### src/rtl/seg_scan_pkg.sv
// Shared constants for the seven-segment scan controller: blank pattern and
// the active-low hex glyph table {g,f,e,d,c,b,a}.
package seg_scan_pkg;

   localparam logic [7:0] SEG_OFF = 8'hFF;

   // Index 15 (F) is the leftmost entry; 'b' and 'd' are lower-case glyphs.
   localparam logic [15:0][6:0] HEX_SEG = {
      7'h0E, 7'h06, 7'h21, 7'h46, 7'h03, 7'h08, 7'h10, 7'h00,
      7'h78, 7'h02, 7'h12, 7'h19, 7'h30, 7'h24, 7'h79, 7'h40
   };

   function automatic logic [6:0] hex2seg(input logic [3:0] nibble);
      return HEX_SEG[nibble];
   endfunction

endpackage

### src/rtl/seg_hex_decode.sv
// Combinational hex nibble to active-low segment pattern (SEG[6:0]).
module seg_hex_decode
   import seg_scan_pkg::*;
(
   input  logic [3:0] nibble,
   output logic [6:0] seg
);

   assign seg = hex2seg(nibble);

endmodule

### src/rtl/seg_scan_ctrl.sv
// Multiplexed common-anode seven-segment scanner with frame-synchronous shadow
// registers and per-slot PWM. Define SEG_LZB_EN for leading-zero blanking.
module seg_scan_ctrl
   import seg_scan_pkg::*;
#(
   parameter int DIGITS        = 8,
   parameter int SCAN_DIV_LOG2 = 16,
   parameter int BRIGHT_W      = 3
) (
   input  logic                  clk,
   input  logic                  rst,
   input  logic [4*DIGITS-1:0]   data_in,
   input  logic [DIGITS-1:0]     dp_in,
   input  logic [DIGITS-1:0]     blank_in,
   input  logic                  load,
   input  logic [BRIGHT_W-1:0]   brightness,
   output logic [7:0]            SEG,
   output logic [DIGITS-1:0]     AN,
   output logic                  frame_tick
);

   localparam int IDX_W = (DIGITS > 1) ? $clog2(DIGITS) : 1;

   logic [SCAN_DIV_LOG2-1:0] presc_q, presc_d;
   logic [IDX_W-1:0]         idx_q, idx_d;
   logic [4*DIGITS-1:0]      pend_data_q, pend_data_d, act_data_q, act_data_d;
   logic [DIGITS-1:0]        pend_dp_q, pend_dp_d, act_dp_q, act_dp_d;
   logic [DIGITS-1:0]        pend_blank_q, pend_blank_d, act_blank_q, act_blank_d;
   logic                     pend_vld_q, pend_vld_d;
   logic [7:0]               seg_q, seg_d;
   logic [DIGITS-1:0]        an_q, an_d;
   logic                     frame_tick_q, frame_tick_d;

   logic                     slot_end, fb, pwm_on, lit;
   logic [DIGITS-1:0]        lzb;
   logic [3:0]               cur_nib;
   logic                     cur_dp, cur_blank, cur_lzb;
   logic [6:0]               cur_seg7;

   assign slot_end = &presc_q;
   assign fb       = slot_end & (idx_q == IDX_W'(DIGITS - 1));

   always_comb begin
      presc_d = presc_q + 1'b1;
      idx_d   = idx_q;
      if (slot_end)
         idx_d = (idx_q == IDX_W'(DIGITS - 1)) ? '0 : idx_q + 1'b1;
   end

   // Pending holds the last load of the frame; active only moves on the
   // frame boundary so a frame is never drawn from mixed data.
   always_comb begin
      pend_data_d  = pend_data_q;
      pend_dp_d    = pend_dp_q;
      pend_blank_d = pend_blank_q;
      pend_vld_d   = pend_vld_q;
      act_data_d   = act_data_q;
      act_dp_d     = act_dp_q;
      act_blank_d  = act_blank_q;
      if (load) begin
         pend_data_d  = data_in;
         pend_dp_d    = dp_in;
         pend_blank_d = blank_in;
         pend_vld_d   = 1'b1;
      end
      if (fb) begin
         pend_vld_d = 1'b0;
         if (load) begin
            act_data_d  = data_in;
            act_dp_d    = dp_in;
            act_blank_d = blank_in;
         end else if (pend_vld_q) begin
            act_data_d  = pend_data_q;
            act_dp_d    = pend_dp_q;
            act_blank_d = pend_blank_q;
         end
      end
   end

`ifdef SEG_LZB_EN
   logic zero_run;

   always_comb begin
      lzb      = '0;
      zero_run = 1'b1;
      for (int k = DIGITS - 1; k >= 0; k--) begin
         zero_run = zero_run & (act_data_q[4*k +: 4] == 4'h0);
         if (k != 0)
            lzb[k] = zero_run & ~act_dp_q[k];
      end
   end
`else
   assign lzb = '0;
`endif

   always_comb begin
      cur_nib   = 4'h0;
      cur_dp    = 1'b0;
      cur_blank = 1'b1;
      cur_lzb   = 1'b0;
      for (int k = 0; k < DIGITS; k++) begin
         if (idx_q == IDX_W'(k)) begin
            cur_nib   = act_data_q[4*k +: 4];
            cur_dp    = act_dp_q[k];
            cur_blank = act_blank_q[k];
            cur_lzb   = lzb[k];
         end
      end
   end

   seg_hex_decode u_dec (
      .nibble (cur_nib),
      .seg    (cur_seg7)
   );

   // Brightness is sampled live so dimming responds within a slot.
   assign pwm_on = (&brightness) |
                   (presc_q[SCAN_DIV_LOG2-1 -: BRIGHT_W] < brightness);
   assign lit    = pwm_on & ~cur_blank & ~cur_lzb;

   always_comb begin
      an_d         = lit ? ~(DIGITS'(1) << idx_q) : '1;
      seg_d        = lit ? {~cur_dp, cur_seg7} : SEG_OFF;
      frame_tick_d = fb;
   end

   always_ff @(posedge clk or posedge rst) begin
      if (rst) begin
         presc_q      <= '0;
         idx_q        <= '0;
         pend_data_q  <= '0;
         pend_dp_q    <= '0;
         pend_blank_q <= '0;
         pend_vld_q   <= 1'b0;
         act_data_q   <= '0;
         act_dp_q     <= '0;
         act_blank_q  <= '0;
         seg_q        <= SEG_OFF;
         an_q         <= '1;
         frame_tick_q <= 1'b0;
      end else begin
         presc_q      <= presc_d;
         idx_q        <= idx_d;
         pend_data_q  <= pend_data_d;
         pend_dp_q    <= pend_dp_d;
         pend_blank_q <= pend_blank_d;
         pend_vld_q   <= pend_vld_d;
         act_data_q   <= act_data_d;
         act_dp_q     <= act_dp_d;
         act_blank_q  <= act_blank_d;
         seg_q        <= seg_d;
         an_q         <= an_d;
         frame_tick_q <= frame_tick_d;
      end
   end

   assign SEG        = seg_q;
   assign AN         = an_q;
   assign frame_tick = frame_tick_q;

endmodule

### config.mk
export PLATFORM = sky130hd
export DESIGN_NAME = seg_scan_ctrl
export DESIGN_NICKNAME = d
export VERILOG_FILES = /design/src/rtl/seg_scan_pkg.sv /design/src/rtl/seg_hex_decode.sv /design/src/rtl/seg_scan_ctrl.sv
export SDC_FILE = /design/constraint.sdc
export NUM_CORES = 1
export LEC_CHECK = 0
export ABC_AREA = 1
export BUFFER_PORTS_ARGS = -buffer_cell sky130_fd_sc_hd__buf_2
export CAP_MARGIN = 20
export CORE_ASPECT_RATIO = 0.9
export CORE_UTILIZATION = 30
export CTS_CLUSTER_DIAMETER = 100
export CTS_CLUSTER_SIZE = 16
export DETAILED_ROUTE_END_ITERATION = 7
export PLACE_DENSITY = 0.58
export SETUP_SLACK_MARGIN = 0.2
export SYNTH_ARGS = -nofsm -noshare
export SYNTH_HDL_FRONTEND = slang
export SYNTH_HIERARCHICAL = 1
export SYNTH_SLANG_ARGS = --single-unit
### constraint.sdc
create_clock -name clk -period 5.6 [get_ports clk]
set_input_delay 0 -clock clk [delete_from_list [all_inputs] [get_ports clk]]
set_output_delay 0 -clock clk [all_outputs]
set_load 0.005 [all_outputs]
-- Yosys cells after proc, flatten, opt, wreduce, memory -nomap -nowiden
Memory sizes are Yosys's and may differ from the RTL's.
Cells that the tools add are included.
- register bits after elaboration: 133
- latch bits: 0
- memory bits (writable): 0
- bits in read-only memories: 112
- bits of input ports: 54
- output and inout bits: 17
- logic and storage cells: 73
- memories: 1
- add/sub/neg operators: 2
- multipliers: 0
- div/mod/pow operators: 0
- order comparisons: 2
- eq/ne operators: 7
- shifts and indexed selects: 1
- multiplexer cells: 36
- bitwise operators: 6
- reduce and logical (&&, ||, !) cells: 6
- memories (name ; words ; bits a word ; rd ports ; clocked after Yosys merged registers in ; wr ports ; RTL line ; RTL):
    (name not given) ; 16 ; 7 ; 1 ; 0 ; 0 ; seg_scan_pkg.sv:14 ; return HEX_SEG[nibble];
- operator list (cell ; number):
    2-to-1 mux 32 bit ; 2
    2-to-1 mux 8 bit ; 6
    2-to-1 mux 4 bit ; 8
    2-to-1 mux 1 bit ; 18
    adder 16 x 1 -> 16 bit, second input constant ; 1
    AND reduction 16 bit ; 1
    equality test 3 bit, second input constant ; 4
    NOT 8 bit ; 1
    << shifter 1 x 3 -> 8 bit, first input constant ; 1
    2-to-1 mux 7 bit ; 1
    equality test 3 x 2 -> 1 bit, second input constant ; 2
    less-than comparator 4 x 5 -> 1 bit, second input constant ; 1
    nonzero test 2 bit ; 2
    adder 3 x 1 -> 3 bit, second input constant ; 1
    equality test 3 x 1 -> 1 bit, second input constant ; 1
    zero test 3 bit ; 1
    less-than comparator 3 bit ; 1
    2-to-1 mux 3 bit ; 1
    AND reduction 3 bit ; 1
    AND 1 bit ; 2
    NOT 1 bit ; 2
    AND reduction 2 bit ; 1
    OR 1 bit ; 1

-- Longest topological paths before layout
Gate-level depths: netlist of the first run.
- word-level depth: 12
- gate-level depth with buffers: 21

-- Modules after synthesis
Netlist of the first run, hierarchy kept.
- modules (own cells, without submodules) (module ; instances ; cells each ; area each (um^2)):
    seg_scan_ctrl ; 1 ; 701 ; 5825.6
    seg_hex_decode ; 1 ; 49 ; 274.0

-- Least setup slack after synthesis of the first run
OpenSTA, ideal clock, no wires.
- path type: reg-to-reg
- from: reg idx_q[1]
- to: reg seg_q[3] (netlist: SEG[3])
- setup time: 81 ps
- arrival time: 2410 ps
- setup slack: 3109 ps
- cell stages (with the launch flop): 21
- path through: dfrtp_1 inv_1 ha_1 clkbuf_1 inv_1 nor2_1 nand2_1 nand3_1 nand2_1 nand2_1 nand2_1 nand2_1 a21oi_1 nor2_1 inv_1 ha_1 nand2_1 nand3_1 nand2_1 inv_1 nand2_1
- word-level cells in the longest chain between the ends: 12
- elaborated cells between the ends (all ways): 29
- those cells by class: eq/ne (7); mux (18); bitwise (2); reduce/logical (1); memory (1)
- ends and longest elaborated chain (what ; RTL line ; RTL):
    start: declaration ; seg_scan_ctrl.sv:25 ; logic [IDX_W-1:0] idx_q, idx_d;
    start signal: assignment ; seg_scan_ctrl.sv:143 ; idx_q <= idx_d;
    zero test 3 bit ; seg_scan_ctrl.sv:102 ; if (idx_q == IDX_W'(k)) begin
    2-to-1 mux 4 bit (7 in series) ; seg_scan_ctrl.sv:102 ;
    2-to-1 mux 4 bit (*) ; seg_scan_ctrl.sv:102 ;
    via cur_nib[1] ; seg_scan_ctrl.sv:36 ; logic [3:0] cur_nib;
    memory (16 x 7 bit) (*) ; n/a ;
    2-to-1 mux 7 bit (implied by the code) (*) ; seg_scan_pkg.sv:14 ;
    via cur_seg7[3] ; seg_scan_ctrl.sv:38 ; logic [6:0] cur_seg7;
    2-to-1 mux 8 bit (*) ; seg_scan_ctrl.sv:123 ; seg_d = lit ? {~cur_dp, cur_seg7} : SEG_OFF;
    via seg_d[3] ; seg_scan_ctrl.sv:30 ; logic [7:0] seg_q, seg_d;
    end signal: assignment ; seg_scan_ctrl.sv:151 ; seg_q <= seg_d;
    end: declaration ; seg_scan_ctrl.sv:30 ;
Mark *: on every way through the listed nets, which the timed path passes. The rest lies on a longest branch. The select of a mux whose other input is x is not followed.
A chain may end at the register's enable or synchronous reset.

-- Final worst setup path of the first run
Same ends and word-level chain as after synthesis.

==> results of run 1 <==
## per-stage QoR
step / total power [W] / cells / util
5_1_grt: 0.002289 / 1129 / 0.3869
2_1_floorplan: 0.001077 / 750 / -
3_5_place_dp: 0.001122 / 1048 / 0.3334
3_3_place_gp: 0.001120 / 1048 / 0.3334
6_report: 0.002194 / 1129 / 0.3869
4_1_cts: 0.002225 / 1129 / 0.3869
## synthesized netlist by cell type, drive strengths merged, types with 4 or more instances
cell and number:
nand3 82, nand2 353, xor2 9, inv 56
ha 16, nor3 4, o21ai 7, buf 13
or2 7, clkbuf 18, dfrtp 117, xnor2 4
nor2 36, a21oi 7, dfstp 16
## area by class of cell
cell class              instances  area [um2]
flip-flops and latches        133        3348
clock buffers                  24       501.7
fillers                      2056       12220
multi-input cells             530        2384
repair buffers                123       870.8
clock inverters                 8       72.57
inverters                      56       212.7
well taps                     255       319.1
## layer usage
layer / routed length [um] / track usage
met1: 6968 / 0.1976
met2: 5961 / 0.2245
met3: 542 / 0.04089
met4: 82 / 0.04365
met5: 0 / 0
## registers in the layout, indices dropped and copies added, names as in the netlist
name,count
presc_q,16
act_data_q,32
pend_dp_q,8
pend_vld_q,1
act_dp_q,8
idx_q,3
act_blank_q,8
pend_data_q,32
SEG,8
AN,8
frame_tick,1
pend_blank_q,8
## how the worst min path moves through the flow
stage / start / end / slack [ns] / cells past startpoint
after CTS: load / pend_blank_q[3] / 0.21 / 3
final: load / pend_blank_q[3] / 0.21 / 3
after global routing: load / pend_blank_q[2] / 0.28 / 3
after detailed placement: rst / presc_q[3] / 0.24 / 2
after floorplan: dp_in[0] / pend_dp_q[0] / 0.13 / 2
after global placement: rst / frame_tick / 0.24 / 2
## critical path, cell delays in order, from the launching register on
cell and delay, ns:
dfrtp_1 0.40, inv_1 0.11, ha_1 0.35, inv_1 0.12, nor2_1 0.39, nand2_1 0.10
nand3_1 0.10, nand2_1 0.06, nand2_1 0.06, nand2_1 0.05, nand2_1 0.06, a21oi_1 0.08
nor2_1 0.38, inv_1 0.19, ha_1 0.34, nand2_1 0.06, nand3_1 0.09, nand2_1 0.05
inv_1 0.04, nand2_1 0.04
## where the power goes
| group | internal (W) | switching [W] |
|---|---|---|
| registers | 0.000996 | 0.00000821 |
| logic | 0.0000529 | 0.0000700 |
| clock network | 0.000666 | 0.000401 |
| total | 0.00171 | 0.000479 |
## cells by family (layout without fill, tap and decap cells)
family / after synthesis / after routing / share of synthesized area
XOR/XNOR: 13 / 13 / 0.01867
AND/OR/NAND/NOR: 485 / 485 / 0.3233
AO/OA/AOI/OAI: 15 / 15 / 0.01436
flip-flops: 133 / 133 / 0.5489
adder cells (fa/ha/maj): 16 / 16 / 0.03282
buffers and inverters: 87 / 211 / 0.06031
multiplexers: 1 / 1 / 0.001641
==> results.sh, run 1 <==
export IMPL_crit_path_start="idx_q[1]"
export IMPL_p_leak_nw=4.182
export IMPL_finalHoldViolCount=0
export IMPL_area_growth_syn_to_layout_pct=26.38
export IMPL_status="complete, but fails checks"
export IMPL_drc=6
export IMPL_portBuffers=70
export IMPL_die_height_um=137.3
export IMPL_relSlewSlack=0.4133
export IMPL_worst_slew_pin_slew_ns=0.8770
export IMPL_yosys_warnings=6
export IMPL_vdd_drop_max_v=0.0001686
export IMPL_diodes=0
export IMPL_final_min_clock_period_ns=3.203
export IMPL_end_kind="flip-flop"
export IMPL_ant_nets=0
export IMPL_floorplan_initialDensity=0.3061
export IMPL_syn_inst=750
export IMPL_cellPowerDensity_mw_per_mm2=284.6
export IMPL_grt_max_degree=68
export IMPL_synth_area_top_cells="dfrtp_1 (48%), nand2_1 (22%), dfstp_2 (6.9%)"
export IMPL_r2r_slack_ns=2.40
export IMPL_totalWireLength_mm=13.56
export IMPL_layout_commonest_cell="nand2_1"
export IMPL_fp_dieArea_mm2=0.02091
export IMPL_skew_ns=0.01140
export IMPL_yosys_register_bits=133
export IMPL_vias=4815
export IMPL_place_congestion=0.7437
export IMPL_wl_per_cell_um=12.01
export IMPL_finalInstanceArea_mm2=0.007709
export IMPL_clkSlewWorstSetupHoldPaths_ns=0.06
export IMPL_gr_total_overflow=0
export IMPL_yosys_area_top_type="dfrtp_1"
export IMPL_synth_edf_count=0
export IMPL_cts_setup_buffers=0
export IMPL_firstDrtPassIters=7
export IMPL_dp_slack_ns=2.425
export IMPL_ys_flop_type="dfrtp_1"
export IMPL_startpoint_type="flip-flop"
export IMPL_clockRootBuffer="clkbuf_16"
export IMPL_violations="design-rule violations"
export IMPL_crit_path_max_fanout=8
export IMPL_r2r_cells=19
export IMPL_nets=931
export IMPL_cts_tree="yes"
export IMPL_syn_cell_area_mm2=0.006100
export IMPL_fin_crit_sh=0.5720
export IMPL_cts_resized=0
export IMPL_die_w_um=152.3
export IMPL_cts_buffers=17
export IMPL_reg2reg_to="SEG[3]"
export IMPL_cts_hold_buf=49
export IMPL_syn_area_per_cell_um2=8.133
export IMPL_cp_required_ns=5.91
export IMPL_worst_setup_path_type="flip-flop to flip-flop"
export IMPL_drive_gt1_frac=0.1556
export IMPL_synthDominantCellAreaShare=0.4800
export IMPL_clkSinkCount=133
export IMPL_dr_first_iter_drc_count=214
export IMPL_cts_max_level=4
export IMPL_clk_latency_ns=0.42
export IMPL_report_final_slew_viol_count=0
export IMPL_dpl_hpwl_mm=9.098
export IMPL_gr_usage_all_layers=0.1452
export IMPL_finalSetupViolCount=0
export IMPL_reg2reg_from="idx_q[1]"
export IMPL_cp_endpoint="SEG[3]"
export IMPL_grt_pass1_vias=4904
export IMPL_antenna_found_initial=0
export IMPL_rsz0062_at_grt="false"
export IMPL_maxCapViolCount=0
export IMPL_grt_pass1_wl_mm=23.81
export IMPL_ios=71
export IMPL_synth_cell_types=28
export IMPL_critPathArrivalTime_ns=3.51
export IMPL_clk_path_buf_depth=2
export IMPL_fmax_mhz=312.2
export IMPL_async_reset_ff_frac=1.000
export IMPL_placementRows=49
export IMPL_dpl_instance_area_mm2=0.006644
export IMPL_synth_nets=820
export IMPL_fin_ws_ns=2.397
export IMPL_fin_tns_setup_ns=0
export IMPL_fp_coreArea_mm2=0.01993
export IMPL_ys_seq_area_frac=0.5489
export IMPL_hold_class="input port to flip-flop"
export IMPL_most_common_layout_cells="nand2_1 (351), dfrtp_1 (117), nand3_1 (82)"
export IMPL_viasPerCell=4.265
export IMPL_hold_ws_ns=0.2123
(Power assumes the default switching activity.)
==> run 2, diff against run 1 <==
PLACE_DENSITY = 0.59   (was 0.58)
clock period = 2.6 ns   (was 5.6 ns; I/O delays follow)
==> run 2 against run 1 <==
The run still ends with design-rule violations left; power grew 130%; clock power grew 140%; utilization grew 2.8 points; die area is the same; final cell count grew 2.9%; register-to-register slack lost 2.1 ns; sequential power grew 120%; via count grew 5.7%; first-iteration DRC count grew 45%; fmax grew 39%; setup slack lost 2.1 ns; critical path depth grew 1; critical path type unchanged; largest power group unchanged; highest routed layer unchanged.
==> results.sh, run 2 (synthesis gave the netlist of run 1 again) <==
export IMPL_status="complete, but fails checks"
export IMPL_violations="design-rule violations"
export IMPL_nets=964
export IMPL_report_final_slew_viol_count=0
export IMPL_drc=4
export IMPL_clockRootBuffer="clkbuf_16"
export IMPL_hold_class="input port to async pin"
export IMPL_diodes=0
export IMPL_gr_usage_all_layers=0.1454
export IMPL_placementRows=49
export IMPL_grt_pass1_vias=5035
export IMPL_worst_setup_path_type="flip-flop to flip-flop"
export IMPL_ios=71
export IMPL_totalWireLength_mm=14.17
export IMPL_clk_path_buf_depth=2
export IMPL_netSwitchingFraction=0.2200
export IMPL_skew_ns=0.01028
export IMPL_cts_max_level=4
export IMPL_most_common_layout_cells="nand2_1 (344), dfrtp_1 (117), nand3_1 (79)"
export IMPL_fp_dieArea_mm2=0.02091
export IMPL_dpl_hpwl_mm=9.669
export IMPL_critPathArrivalTime_ns=2.67
export IMPL_worst_slew_pin_slew_ns=0.5465
export IMPL_clk_latency_ns=0.42
export IMPL_ant_nets=0
export IMPL_cts_buffers=17
export IMPL_slowest_delay_ns=0.43
export IMPL_p_comb_frac=0.054
export IMPL_layout_commonest_cell="nand2_1"
export IMPL_intPower_w=0.003903
export IMPL_cp_slowest_cell="dfrtp_1"
export IMPL_critPathBufInv=5
export IMPL_cts_tree="yes"
export IMPL_finalHoldViolCount=0
export IMPL_place_congestion=0.8248
export IMPL_viasPerCell=4.380
export IMPL_grt_use_met3=0.03901
export IMPL_cellPowerDensity_mw_per_mm2=605.6
export IMPL_rsz0062_at_grt="true"
export IMPL_startpoint_type="flip-flop"
export IMPL_wl_per_cell_um=12.19
export IMPL_p_leak_nw=4.392
export IMPL_fin_tns_setup_ns=0
export IMPL_grt_use_met2=0.2238
export IMPL_drive_gt1_frac=0.2304
export IMPL_area_growth_syn_to_layout_pct=35.47
export IMPL_maxCapViolCount=0
export IMPL_relSlewSlack=0.6353
export IMPL_vdd_drop_max_v=0.0003917
export IMPL_fmax_mhz=433.5
export IMPL_dp_slack_ns=0.07482
export IMPL_grt_pass1_wl_mm=23.83
export IMPL_crit_top_cell="nand2_1"
export IMPL_cp_required_ns=2.96
export IMPL_reg_top3="act_data_q: 32 flops, pend_data_q: 32 flops, presc_q: 16 flops"
export IMPL_clkSinkCount=133
export IMPL_portBuffers=70
export IMPL_antenna_found_initial=0
export IMPL_fin_crit_sh=0.8871
export IMPL_floorplan_initialDensity=0.3061
export IMPL_grt_util_met1=0.1954
export IMPL_end_kind="flip-flop"
export IMPL_dr_first_iter_drc_count=310
export IMPL_switchingPower_w=0.001101
export IMPL_final_min_clock_period_ns=2.307
export IMPL_vias=5089
export IMPL_grt_max_degree=83
export IMPL_top_usage_layer="met2"
export IMPL_finalSetupViolCount=0
export IMPL_clkSlewWorstSetupHoldPaths_ns=0.06
export IMPL_fin_ws_ns=0.2934
export IMPL_die_height_um=137.3
export IMPL_firstDrtPassIters=7
export IMPL_crit_path_max_fanout=5
export IMPL_p_clk_frac=0.514
export IMPL_cpLargestDelayFamily="simple AND/OR/NAND/NOR gates"
export IMPL_power_frac_seq=0.432
export IMPL_die_w_um=152.3
export IMPL_fp_coreArea_mm2=0.01993
export IMPL_gr_total_overflow=0
export IMPL_fill_cells=1998
export IMPL_crit_chain="inv_2 -> ha_4 -> inv_2 -> nor2_4 -> nand3_2 -> nand3_2 -> nand2_2 -> nand2_1 -> nand2_1 -> nand2_1 -> a21oi_2 -> nor2_4 -> buf_6 -> ha_2 -> inv_2 -> nand2_2 -> nand3_1 -> nand2_1 -> inv_1 -> nand2_1"
## run 2: per-stage QoR
step | utilization | total power [W] | cells | hold WS [ns] | instance area, um2
floorplan | - | 0.002321 | 750 | 0.1325 | 6108
global route | 0.4147 | 0.005197 | 1162 | 0.1126 | 8263
CTS | 0.4018 | 0.005085 | 1152 | 0.08132 | 8006
global placement | 0.3424 | 0.002419 | 1066 | -0.009642 | 6823
finish | 0.4147 | 0.005004 | 1162 | 0.09555 | 8263
detailed placement | 0.3424 | 0.002423 | 1066 | -0.008473 | 6823
## run 2: worst min-delay path, cell delays in order
cell           delay (ns)
dlygate4sd3_1        0.53
buf_2                0.13
clkinvlp_4           0.24
## run 2: timing repair
action,in CTS,in global routing
setup endpoints to repair,7,7
hold buffers,49,0
buffers inserted,5,10
hold endpoints to repair,214,0
pin swaps,2,11
gates resized for setup,9,48
## run 2: area by class of cell
type | instances | area (um2) | area share
Timing Repair Buffer | 156 | 1164 | 0.1408
Multi-Input combinational cell | 530 | 2575 | 0.3116
Sequential cell | 133 | 3348 | 0.4052
Clock inverter | 14 | 198.9 | 0.02408
Clock buffer | 18 | 439.2 | 0.05315
Inverter | 56 | 219.0 | 0.02650
Tap cell | 255 | 319.1 | 0.03861
## run 2: worst paths after layout
| kind | slack, ns | cells past startpoint | endpoint | startpoint |
|---|---|---|---|---|
| worst max-delay path | 0.29 | 20 | SEG[3] | idx_q[0] |
| worst min-delay path | 0.1 | 3 | presc_q[13] | rst |
| worst max register to register | 0.29 | 20 | SEG[3] | idx_q[0] |
| worst min register to register | 0.46 | 1 | presc_q[0] | presc_q[0] |
| max in group asynchronous | 1.78 | 4 | act_data_q[23] | rst |
| min in group clk | 0.14 | 4 | pend_data_q[30] | load |
## run 2: routing by layer
metal | wire (um) | vias up | part of all wire
met5 | 0 | - | 0
met4 | 172 | 0 | 0.012
met3 | 472 | 15 | 0.033
met2 | 6316 | 91 | 0.45
met1 | 7205 | 2382 | 0.51
li1 | - | 2601 | -
## run 2: power groups by stage
stage	clock network [W]	registers, W	logic, W
6_report	0.00257	0.00216	0.000272
5_1_grt	0.00271	0.00217	0.000315
4_1_cts	0.00264	0.00216	0.000280
3_5_place_dp	0	0.00220	0.000224
3_3_place_gp	0	0.00220	0.000221
2_1_floorplan	0	0.00219	0.000126
